File: config.mk
export PLATFORM = sky130hd
export DESIGN_NAME = serial_arith_unit
export DESIGN_NICKNAME = d
export VERILOG_FILES = /design/src/rtl/arith_pkg.sv /design/src/rtl/arith_bit_slice.sv /design/src/rtl/serial_arith_unit.sv
export SDC_FILE = /design/constraint.sdc
export NUM_CORES = 1
export LEC_CHECK = 0
export CORE_ASPECT_RATIO = 0.6
export CORE_MARGIN = 4
export CORE_UTILIZATION = 55
export DETAILED_ROUTE_END_ITERATION = 10
export PLACE_DENSITY_LB_ADDON = 0.15
export SYNTH_ARGS = -nofsm -noshare
export SYNTH_HDL_FRONTEND = slang
export SYNTH_HIERARCHICAL = 1
export SYNTH_SLANG_ARGS = --single-unit
File: constraint.sdc
create_clock -name clk -period 3.1 [get_ports clk]
set_input_delay 0.62 -clock clk [delete_from_list [all_inputs] [get_ports clk]]
set_output_delay 0.62 -clock clk [all_outputs]
set_load 0.01 [all_outputs]
File: src/rtl/arith_pkg.sv
// Shared opcode/state encodings and initial-carry helper for the serial arithmetic unit.
package arith_pkg;

  typedef enum logic [1:0] {
    OP_ADD  = 2'b00,
    OP_SUB  = 2'b01,
    OP_INC  = 2'b10,
    OP_PASS = 2'b11
  } arith_op_e;

  typedef enum logic [1:0] {
    S_IDLE = 2'd0,
    S_RUN  = 2'd1,
    S_DONE = 2'd2
  } sau_state_e;

  // SUB is A + ~B + 1 and INC is A + 0 + 1, so both start with carry set.
  function automatic logic carry0(input arith_op_e op, input logic ci);
    logic c;
    case (op)
      OP_ADD:         c = ci;
      OP_SUB, OP_INC: c = 1'b1;
      default:        c = 1'b0;
    endcase
    return c;
  endfunction

endpackage

File: src/rtl/arith_bit_slice.sv
// Combinational 1-bit arithmetic slice: {S1,S0} selects B, ~B or 0 as the addend; PASS forwards A with no carry.
module arith_bit_slice
  import arith_pkg::*;
(
  input  logic i_a,
  input  logic i_b,
  input  logic i_c,
  input  logic i_s1,
  input  logic i_s0,
  output logic o_h,
  output logic o_co
);

  logic w_bm;
  logic w_pass;

  always_comb begin
    w_bm   = 1'b0;
    w_pass = 1'b0;
    case (arith_op_e'({i_s1, i_s0}))
      OP_ADD:  w_bm = i_b;
      OP_SUB:  w_bm = ~i_b;
      OP_INC:  w_bm = 1'b0;
      default: w_pass = 1'b1;
    endcase
    o_h  = w_pass ? i_a : (i_a ^ w_bm ^ i_c);
    o_co = w_pass ? 1'b0 : ((i_a & w_bm) | (i_a & i_c) | (w_bm & i_c));
  end

endmodule

File: src/rtl/serial_arith_unit.sv
// Bit-serial W-bit ADD/SUB/INC/PASS, LSB first; result valid W cycles after accept, held in DONE until out_ready.
// No overlap: in_ready only in IDLE. ARITH_FLAGS_EN adds registered zero/ovf outputs.
module serial_arith_unit
  import arith_pkg::*;
#(
  parameter  int W     = 8,
  localparam int CNT_W = $clog2(W)
) (
  input  logic         clk,
  input  logic         rst_n,
  input  logic         in_valid,
  output logic         in_ready,
  input  logic [1:0]   op,
  input  logic [W-1:0] a,
  input  logic [W-1:0] b,
  input  logic         ci,
  output logic         out_valid,
  input  logic         out_ready,
  output logic [W-1:0] result,
  output logic         co
`ifdef ARITH_FLAGS_EN
  ,
  output logic         zero,
  output logic         ovf
`endif
);

  localparam logic [CNT_W-1:0] CNT_LAST = CNT_W'(W - 1);

  sau_state_e       r_state, w_state_nxt;
  logic [W-1:0]     r_a_sh, r_b_sh;
  logic [W-2:0]     r_res_sh;
  arith_op_e        r_op;
  logic             r_carry;
  logic [CNT_W-1:0] r_cnt;
  logic [W-1:0]     r_result;
  logic             r_co;
  logic [1:0]       w_op_bits;
  logic             w_h, w_co, w_last;
  logic [W-1:0]     w_res_nxt;

  assign w_op_bits = r_op;
  assign w_last    = (r_cnt == CNT_LAST);
  assign w_res_nxt = {w_h, r_res_sh};

  arith_bit_slice u_slice (
    .i_a  (r_a_sh[0]),
    .i_b  (r_b_sh[0]),
    .i_c  (r_carry),
    .i_s1 (w_op_bits[1]),
    .i_s0 (w_op_bits[0]),
    .o_h  (w_h),
    .o_co (w_co)
  );

  always_ff @(posedge clk or negedge rst_n) begin
    if (!rst_n) r_state <= S_IDLE;
    else        r_state <= w_state_nxt;
  end

  always_comb begin
    w_state_nxt = r_state;
    in_ready    = 1'b0;
    out_valid   = 1'b0;
    case (r_state)
      S_IDLE: begin
        in_ready = 1'b1;
        if (in_valid) w_state_nxt = S_RUN;
      end
      S_RUN:  if (w_last) w_state_nxt = S_DONE;
      S_DONE: begin
        out_valid = 1'b1;
        if (out_ready) w_state_nxt = S_IDLE;
      end
      default: w_state_nxt = S_IDLE;
    endcase
  end

  always_ff @(posedge clk or negedge rst_n) begin
    if (!rst_n) begin
      r_a_sh   <= '0;
      r_b_sh   <= '0;
      r_res_sh <= '0;
      r_op     <= OP_ADD;
      r_carry  <= 1'b0;
      r_cnt    <= '0;
      r_result <= '0;
      r_co     <= 1'b0;
    end else if (in_ready && in_valid) begin
      r_a_sh  <= a;
      r_b_sh  <= b;
      r_op    <= arith_op_e'(op);
      r_carry <= carry0(arith_op_e'(op), ci);
      r_cnt   <= '0;
    end else if (r_state == S_RUN) begin
      r_a_sh   <= r_a_sh >> 1;
      r_b_sh   <= r_b_sh >> 1;
      r_res_sh <= w_res_nxt[W-1:1];
      r_carry  <= w_co;
      r_cnt    <= r_cnt + CNT_W'(1);
      // result/co only move on DONE entry so the consumer never sees partial bits
      if (w_last) begin
        r_result <= w_res_nxt;
        r_co     <= w_co;
      end
    end
  end

  assign result = r_result;
  assign co     = r_co;

`ifdef ARITH_FLAGS_EN
  logic r_zero, r_ovf;

  // r_carry is the carry into the MSB while the last bit is in the slice
  always_ff @(posedge clk or negedge rst_n) begin
    if (!rst_n) begin
      r_zero <= 1'b0;
      r_ovf  <= 1'b0;
    end else if (r_state == S_RUN && w_last) begin
      r_zero <= ~|w_res_nxt;
      r_ovf  <= (r_op != OP_PASS) & (r_carry ^ w_co);
    end
  end

  assign zero = r_zero;
  assign ovf  = r_ovf;
`endif

endmodule

# Yosys cells after proc, flatten, opt, wreduce, memory -nomap -nowiden
# Index checks and enable logic that the tools add are counted.
[totals]
word_cells = 57
out_inout_bits = 11
register_bits = 40
[op_classes]
reduce_logical = 10
addsub = 1
n_eq_ne = 10
bitwise_logic = 9
mux = 18
[op_table]
columns = ["operator", "count"]
rows = [
  ["$mux 8", 4],
  ["$eq 2x1->1 const B", 3],
  ["$eq 2x2->1 const B", 3],
  ["$logic_not 2->1", 3],
  ["$mux 1", 6],
  ["$mux 2", 3],
  ["$mux 3", 2],
  ["$ne 2x2->1 const B", 3],
  ["$pmux 2 s3", 1],
  ["$reduce_and 3->1", 2],
  ["$pmux 1 s2", 2],
  ["$add 3x1->3 const B", 1],
  ["$and 1x1->1", 3],
  ["$eq 3x3->1 const B", 1],
  ["$reduce_or 3->1", 1],
  ["$not 1->1", 2],
  ["$or 1x1->1", 2],
  ["$reduce_and 2->1", 1],
  ["$reduce_bool 2->1", 1],
  ["$reduce_or 2->1", 1],
  ["$xor 1x1->1", 2],
  ["$logic_and 1x1->1", 1],
]

# Depth between registers and ports, before layout
# Gate-level depths: netlist of the first run.
[depth]
word_depth = 8
ltp_mapped = 6
depth_no_buf = 6

# Modules after synthesis
# Netlist of the first run, hierarchy kept.
[modules_own_cells]
columns = ["mod", "n_inst", "area_per_inst_um2", "cells_per_inst"]
rows = [
  ["serial_arith_unit", 1, 1710.4, 157],
  ["arith_bit_slice", 1, 61.3, 8],
]

# Worst setup path before layout of the first run
# Ideal clock, no wire load.
[synth_timing]
path_type = "register to register"
startpoint = "register r_op[0]"
endpoint = "register r_result[7], in the netlist result[7]"
path_stages_with_launch = 6
required_ns = 2.975
arrival_time_ns = 1.378
slack_ns = 1.597
n_path_buf = 0
cell_sequence = "dfrtp_1 > xor2_1 > nand2b_1 > fa_1 > mux2i_1 > mux2_2"
[synth_via]
elab_chain_cells = 5
elab_cells_between_ends = 8
cone_classes = "eq/ne (2); mux (2); bitwise (2); reduce/logical (2)"
[synth_rtl]
columns = ["element", "line", "source"]
rows = [
  ["start, declared", "serial_arith_unit.sv:33", "arith_op_e r_op;"],
  ["start signal, assigned", "serial_arith_unit.sv:92", "r_op <= arith_op_e'(op);"],
  ["$eq 2x1->1 / $logic_not 2->1 (equally long branches)", "arith_bit_slice.sv:20", "case (arith_op_e'({i_s1, i_s0}))"],
  ["$pmux 1 s2", "arith_bit_slice.sv:20", ""],
  ["$xor 1x1->1 (2 in a row)", "arith_bit_slice.sv:26", "o_h = w_pass ? i_a : (i_a ^ w_bm ^ i_c);"],
  ["$mux 1 *", "arith_bit_slice.sv:26", ""],
  ["via w_h", "serial_arith_unit.sv:39", "logic w_h, w_co, w_last;"],
  ["end signal, assigned", "serial_arith_unit.sv:103", "r_result <= w_res_nxt;"],
  ["end, declared", "serial_arith_unit.sv:36", "logic [W-1:0] r_result;"],
]
# Mark *: on every way through the listed nets, which the timed path passes. The rest lies on a longest branch.
# A chain may end at the register's enable or synchronous reset.

# Final worst setup path of the first run
[layout_timing]
startpoint = "register r_state[1]"
endpoint = "output port out_valid"
[layout_via]
elab_chain_cells = 2
[layout_rtl]
columns = ["element", "line", "source"]
rows = [
  ["start, declared", "serial_arith_unit.sv:30", "sau_state_e r_state, w_state_nxt;"],
  ["start signal, assigned", "serial_arith_unit.sv:58", "else r_state <= w_state_nxt;"],
  ["$eq 2x2->1", "serial_arith_unit.sv:65", "case (r_state)"],
  ["$mux 1", "serial_arith_unit.sv:65", ""],
  ["end, declared", "serial_arith_unit.sv:17", "output logic out_valid,"],
]
# No other way between the ends.

==> results.md, run 1 <==
Global route:
- The via count of the first global-routing pass is 1,311.
- The total track usage is 18.5%.
- The number of antenna violations at the first check in global routing came to 0.
- The pin count of the biggest net entering global routing is 41.
- The wire length of the first global-routing pass is 5900 µm.
- After global routing the overflow that remains totals 0.

Setup path:
- STA puts the critical path data required time at 2480 ps.
- Data on the critical path arrives at its endpoint at 1650 ps.
- The launch instance of the worst register-to-register path is r_op[0].
- The worst setup path is of the reg -> out kind.
- The endpoint identified for the worst register-to-register timing path is result[7].
- The worst setup path is launched from a flop.
- The worst setup path is captured at an output pin.
- The setup check on the worst reg-to-reg path leaves a slack of 1390 ps.
- The largest driver fanout on the critical path is 7.
- The cell count of the worst reg-to-reg path is 5.

Route:
- The total number of vias is 1,235.
- The wire length reported by the detailed router is 3530 µm.
- After detailed routing, the number of vias per cell comes to 5.12.
- The detailed-routing iteration count for the pre-antenna-repair pass is 4.
- The remaining antenna violation count after routing is 0.
- In the routed design, unresolved DRC markers number 0.
- The wire length per cell after detailed routing is 14.7 µm.
- The detailed router finished its first iteration with 85 violations.

Yosys:
- The post-synthesis async set-or-reset flop share is 100%.
- The synthesized design spends more area on one cell type than any other, namely sky130_fd_sc_hd__dfrtp_1.
- The most numerous cell in the Yosys netlist is sky130_fd_sc_hd__nand2_1.
- The synthesized netlist occupies a cell area of 1770 µm².
- During synthesis, Yosys emitted a total of 6 warnings.
- A synthesized cell averages 10.7 µm².
- In this run, synthesis inferred 0 flip-flops with an integrated enable.
- Sorting the synthesized cells by how often they occur yields sky130_fd_sc_hd__nand2_1, sky130_fd_sc_hd__dfrtp_1, sky130_fd_sc_hd__a22oi_1, sky130_fd_sc_hd__mux2_2, sky130_fd_sc_hd__o21ai_0.
- The instance count of the mapped netlist is 165.
- The most used flip-flop cell after synthesis is sky130_fd_sc_hd__dfrtp_1.
- The distinct cell type count after synthesis is 24.
- Sequential elements use 56.5% of the synthesized area.
- The area share of the largest cell type after synthesis is 56.5%.
- The synthesized net count is 193.
- By area the synthesized netlist is led by sky130_fd_sc_hd__dfrtp_1, sky130_fd_sc_hd__nand2_1, sky130_fd_sc_hd__mux2_2, sky130_fd_sc_hd__a22oi_1, sky130_fd_sc_hd__ha_1.
- The number of flip-flops and latches in the synthesized netlist is 40.

Die:
- The core region is 2970 µm².
- 34 I/O pins were placed.
- The floorplan step defined a die boundary enclosing 4220 µm².
- The initial core utilization is 59.7%.
- The die span in y is 52.0 µm.
- The floorplan has 15 rows.
- Measured along the x axis, the die boundary spans 81.3 µm.

Timing:
- The normalized max-slew margin is 33.5%.
- Setup repair after global routing left no endpoint under its margin.
- The max-slew violation total from the final report is 0.
- The count of final setup violators is 0.
- At the pin with the least slew margin, the transition time is 996 ps.
- The summed negative setup slack over all endpoints is 0 ps.
- The hold violation total from the final report is 0.
- The top achievable clock speed is 440 MHz.
- The worst path uses 73.2% of the clock period.
- Across the routed clock network, the largest skew measured is 5.92 ps.
- The clock period could shrink to 2270 ps.

Clock network:
- The number of resized instances in the post-cts repair step is 0.
- Once the clock tree was built, the setup fixing pass inserted 0 buffers.
- The register clock-pin slew on the reported worst setup and hold paths is 70 ps.
- TritonCTS built the clock tree.
- The CTS sink count is 40.
- Hold repair after CTS inserted 0 buffers.
- CTS placed an instance of sky130_fd_sc_hd__clkbuf_8 at the clock tree root.
- The H-tree was split into 2 levels.
- The number of buffers created by CTS is 5.
- Counting along the longest clock path gives a buffer depth of 2.
- The latest clock arrival within the worst-skew pair is 290 ps.

Flow run:
- The max-cap check violation count is 0.

Place:
- In this run, placement finished with an instance count of 233.
- The final weighted congestion in routability-driven placement is 0.697.
- The count of port buffers added during placement is 33.
- The wire-length estimate of the detail-placed layout is 2470 µm.

Run status:
- The flow ran to the end, and the final reports show no timing, DRC or antenna violations.

Cells and area:
- The antenna cell count is 0.
- From synthesis to final layout, the design area changed by 24.3%.
- In the final design database the tool counted 226 nets.
- The share of the core filled with cells in the final layout is 74.3%.
- The fraction of layout instances using a drive strength above 1 is 11.6%.
- Excluding fillers, the count of instances in the completed layout stands at 241.

Min path:
- The worst min-delay path class is in -> async.

Power and ir drop:
- Across the VDD grid, the largest voltage drop is 561 µV.
- The power per standard cell area is 928 nW/µm².
- The leakage power of the design is 1.08 nW.
## layout by cell type, fill, tap and decap left out
cell type	netlist	final
sky130_fd_sc_hd__o22ai_1	1	1
sky130_fd_sc_hd__a22oi_1	14	14
sky130_fd_sc_hd__buf_4	4	1
sky130_fd_sc_hd__clkbuf_1	0	1
sky130_fd_sc_hd__o21ai_0	6	6
sky130_fd_sc_hd__clkdlybuf4s50_1	0	32
sky130_fd_sc_hd__bufinv_16	0	1
sky130_fd_sc_hd__inv_1	5	5
sky130_fd_sc_hd__buf_2	2	1
sky130_fd_sc_hd__ha_1	4	4
sky130_fd_sc_hd__nand2_1	60	60
sky130_fd_sc_hd__a211oi_1	1	1
sky130_fd_sc_hd__nand2_4	1	1
sky130_fd_sc_hd__mux2i_1	2	2
sky130_fd_sc_hd__nor3b_4	1	1
sky130_fd_sc_hd__xor2_1	1	1
sky130_fd_sc_hd__dfrtp_1	40	40
sky130_fd_sc_hd__fa_1	1	1
sky130_fd_sc_hd__clkinv_2	0	1
sky130_fd_sc_hd__nand2b_1	1	1
sky130_fd_sc_hd__clkbuf_8	0	5
sky130_fd_sc_hd__nor2_1	2	2
sky130_fd_sc_hd__nor2b_4	1	1
sky130_fd_sc_hd__a21o_1	1	1
sky130_fd_sc_hd__a21oi_1	1	1
sky130_fd_sc_hd__or2b_1	2	2
sky130_fd_sc_hd__o21bai_1	1	1
sky130_fd_sc_hd__mux2_2	11	11
## power breakdown
part / internal [mW] / leakage (nW) / switching [mW]
sequential: 0.739 / 0.514 / 0.147
combinational: 0.357 / 0.511 / 0.390
clock: 0.239 / 0.0552 / 0.171
total: 1.34 / 1.08 / 0.708
## layer usage
metal  global-route usage, %  vias to the layer above  routed length [µm]
met5                       0                        -                   0
met4                    4.49                        0                  29
met3                    5.54                        4                 206
met2                    32.2                       28                1720
met1                    22.7                      592                1580
li1                        -                      611                   -
## cell type report
class,instances,area [µm²]
fill,218,763
clock buffer,6,72.6
sequential,40,1000
clock inverter,2,35.0
tap,42,52.6
multi-input combinational,112,689
timing repair buffer,34,333
inverter,5,18.8
## critical path: stages, from the launching register on
cell and delay, ps:
sky130_fd_sc_hd__dfrtp_1 520, sky130_fd_sc_hd__or2b_1 270, sky130_fd_sc_hd__inv_1 50, sky130_fd_sc_hd__clkdlybuf4s50_1 520
## flip-flops by register name (all words and copies together) (netlist names)
| name | cells |
|---|---|
| r_a_sh | 8 |
| r_state | 2 |
| co | 1 |
| r_op | 2 |
| r_cnt | 3 |
| r_carry | 1 |
| r_res_sh | 7 |
| result | 8 |
| r_b_sh | 8 |
## cell families (layout without fill, tap and decap cells)
group,Yosys count,in the layout,share of synthesized area (%)
xor+xnor,1,1,0.494
simple gates,68,68,16.8
compound gates,25,25,9.53
fa+ha+maj,5,5,3.95
buf+inv,13,47,4.59
mux,13,13,8.12
flops,40,40,56.5
## through the flow
stage	cell area [µm²]	worst slack, ps	total power [mW]	hold WS (ps)
floorplan	1770	1600	1.39	324
global placement	2090	962	1.58	455
detailed placement	2090	926	1.64	467
CTS	2200	821	2.06	478
global route	2200	725	2.18	514
finish	2200	829	2.04	442
## how the worst max path moves through the flow
stage	start	end	slack [ps]	cells after the start
after detailed placement	in_valid	r_b_sh[0]	930	5
after global routing	r_state[1]	out_valid	720	3
after global placement	in_valid	r_a_sh[3]	960	5
after floorplan	r_op[0]	result[7]	1600	5
final	r_state[1]	out_valid	830	3
after CTS	r_state[1]	out_valid	820	3
(Power assumes the default switching activity.)
==> run 2, diff against run 1 <==
Settings changed: CORE_UTILIZATION 55 to 51.
Clock period 3.1 ns to 2.3 ns, I/O delays scaled along.
==> run 2 against run 1 <==
Hold slack worse by 160 ps. Sequential share of layout area down 0.76 points. Flip-flop and latch count unchanged. Utilization down 6.5 points. Total power up 37%. Highest routed layer unchanged.
==> results.md, run 2 (synthesis results as in run 1) <==
Power and ir drop:
- The power per standard cell area was 1250 nW/µm² (+35%).
- The total power draw was 2.81 mW (+37%).
- The maximum ir drop on the vdd rail is 755 µV (+35%).
- The leakage power of the design is 1.10 nW (+1.8%).

Route:
- The number of DRC markers in iteration 0 is 50 (-41%).
- The total number of vias is 1,264 (+2.3%).
- The wire length reported by the detailed router is 3390 µm (-4.0%).
- The remaining antenna violation count after routing was 0 (unchanged).
- The vias per cell was 5.14 (+0.27%).
- The remaining routing DRC violations is 0 (unchanged).
- The detailed-routing iteration count for the pre-antenna-repair pass came to 4 (unchanged).
- The wire length per cell after detailed routing is 13.8 µm (-5.9%).

Timing:
- The count of final setup violators is 0 (unchanged).
- The summed negative setup slack over all endpoints was 0 ps (unchanged).
- The clock skew after layout came to 5.34 ps (-0.582 ps).
- Setup repair after global routing left no endpoint under its margin.
- The hold violation total from the final report came to 0 (unchanged).
- The pin slew with the least headroom to its limit came to 1030 ps (+38.0 ps).
- The normalized max-slew margin is 31.0% (-2.5 points).
- The smallest clock period supported by the final layout is computed as 2110 ps.
- The max-slew violation total from the final report is 0 (unchanged).
- The top achievable clock speed is 473 MHz.
- The post-route fraction of the period consumed by the critical path is 91.9%.

Setup path:
- The setup slack of the most critical reg-to-reg path is 670 ps (-720 ps).
- The startpoint type of the worst setup path is a flop.
- In this run the critical register-to-register path is launched from r_state[0].
- The critical path is of the reg -> out type.
- The cell count of the worst reg-to-reg path is 3 (-2).
- The sort of element at the end of the critical path is an output pin.
- The data arrival at the endpoint of the critical path is 1650 ps (about the same).
- In this run the critical register-to-register path is captured at r_b_sh[3].
- The largest driver fanout on the critical path was 7 (unchanged).
- The required time of the critical path is 1840 ps (-640 ps).

Global route:
- The number of antenna violations at the first check in global routing is 0 (unchanged).
- The total track usage is 17.3% (-1.2 points).
- The residual overflow from global routing was 0 (unchanged).
- The pin count of the biggest net entering global routing is 41 (unchanged).
- The via count of the first global-routing pass is 1,284 (-2.1%).
- The wire length of the first global-routing pass is 5910 µm (+0.12%).

Clock network:
- The H-tree depth was 2 (unchanged).
- The latest clock arrival within the worst-skew pair is 290 ps (about the same).
- The maximum clock path buffer count is 2 (unchanged).
- The tree is rooted in a sky130_fd_sc_hd__clkbuf_8.
- TritonCTS built the clock tree.
- The register clock-pin slew on the reported worst setup and hold paths is 80 ps (about the same).
- The CTS sink count is 40 (unchanged).
- The total setup buffers inserted after CTS was 0 (unchanged).
- The number of buffers created by CTS came to 5 (unchanged).
- The number of resized instances in the post-cts repair step was 0 (unchanged).
- The quantity of hold-fixing buffers added after cts came to 0 (unchanged).

Cells and area:
- The count of placed standard cells in the final layout, fillers left out is 246 (+2.1%).
- In the layout the commonest cells are sky130_fd_sc_hd__nand2_1, sky130_fd_sc_hd__dfrtp_1, sky130_fd_sc_hd__clkdlybuf4s50_1.
- The fraction of layout instances using a drive strength above 1 is 12.9% (+1.4 points).
- The antenna cell count was 0 (unchanged).
- Leaving out fill and tap cells, the most frequent cell in the layout is sky130_fd_sc_hd__nand2_1.
- The number of nets in the finished design came to 228 (+0.88%).
- Relative to the synthesized area, the layout overhead comes to 26.4%.

Die:
- The overall die area was 4510 µm² (+6.8%).
- The area of the core region is 3300 µm² (+11%).
- The die span in y is 53.7 µm (+3.3%).
- The standard-cell row count is 16 (+1).
- The I/O pin total is 34 (unchanged).
- The initial core utilization came to 53.6% (-6.1 points).
- The chip width is 84.1 µm (+3.5%).

Place:
- The post-DP HPWL is 2360 µm (-4.7%).
- The count of port buffers added during placement is 33 (unchanged).
- The number of placed instances, taps included is 238 (+2.1%).
- The final weighted congestion in routability-driven placement is 0.736 (+5.6%).

Min path:
- In this run the worst hold path is classified as in -> async.

Run status:
- The run finished with clean final reports.

Flow run:
- The max-cap check violation count is 0 (unchanged).
[run 2: cell count changes in the layout (fill, tap and decap cells not counted)]
cell                       delta
sky130_fd_sc_hd__clkbuf_8     +2
sky130_fd_sc_hd__buf_4        +2
sky130_fd_sc_hd__clkbuf_1     -1
sky130_fd_sc_hd__clkinv_2     -1
[run 2: how the worst max path moves through the flow]
stage | from | to | depth (start not counted) | slack [ps]
final | r_state[1] | out_valid | 3 | 190
after global routing | r_state[1] | out_valid | 3 | 120
after CTS | r_state[1] | out_valid | 3 | 170
after detailed placement | in_valid | r_b_sh[3] | 4 | 240
after global placement | in_valid | r_a_sh[3] | 4 | 320
after floorplan | r_op[0] | result[7] | 5 | 800
[run 2: worst max-delay path, cell delays in order (launching register included)]
cell and delay (ps):
sky130_fd_sc_hd__dfrtp_1 520, sky130_fd_sc_hd__or2b_1 270, sky130_fd_sc_hd__inv_1 50, sky130_fd_sc_hd__clkdlybuf4s50_1 520
[run 2: report_power, final]
group          switching, mW  total, mW  internal, mW
combinational          0.513       1.00         0.491
sequential             0.189       1.19         0.996
clock                  0.235      0.618         0.383
[run 2: layout make-up]
cell class | instances | area (µm²)
Multi-Input combinational cell | 112 | 689
Clock buffer | 7 | 96.3
Inverter | 5 | 18.8
Clock inverter | 1 | 30.0
Timing Repair Buffer | 36 | 348
Fill cell | 265 | 1060
Tap cell | 45 | 56.3
Sequential cell | 40 | 1000
[run 2: per-layer routing]
layer	wire (µm)	vias up	track usage (%)	share of wire, %
met5	0	-	0	0
met4	39	0	7.22	1.1
met3	255	5	5.50	7.5
met2	1580	32	29.1	47
met1	1520	611	21.2	45
li1	-	616	-	-
[run 2: through the flow]
stage,setup slack [ps],util (%),instance area (µm²),hold slack (ps)
after CTS,170,67.8,2240,296
after detailed placement,244,64.0,2110,459
after floorplan,797,-,1770,164
after global routing,117,67.8,2240,335
final,186,67.8,2240,278
after global placement,320,64.0,2110,455
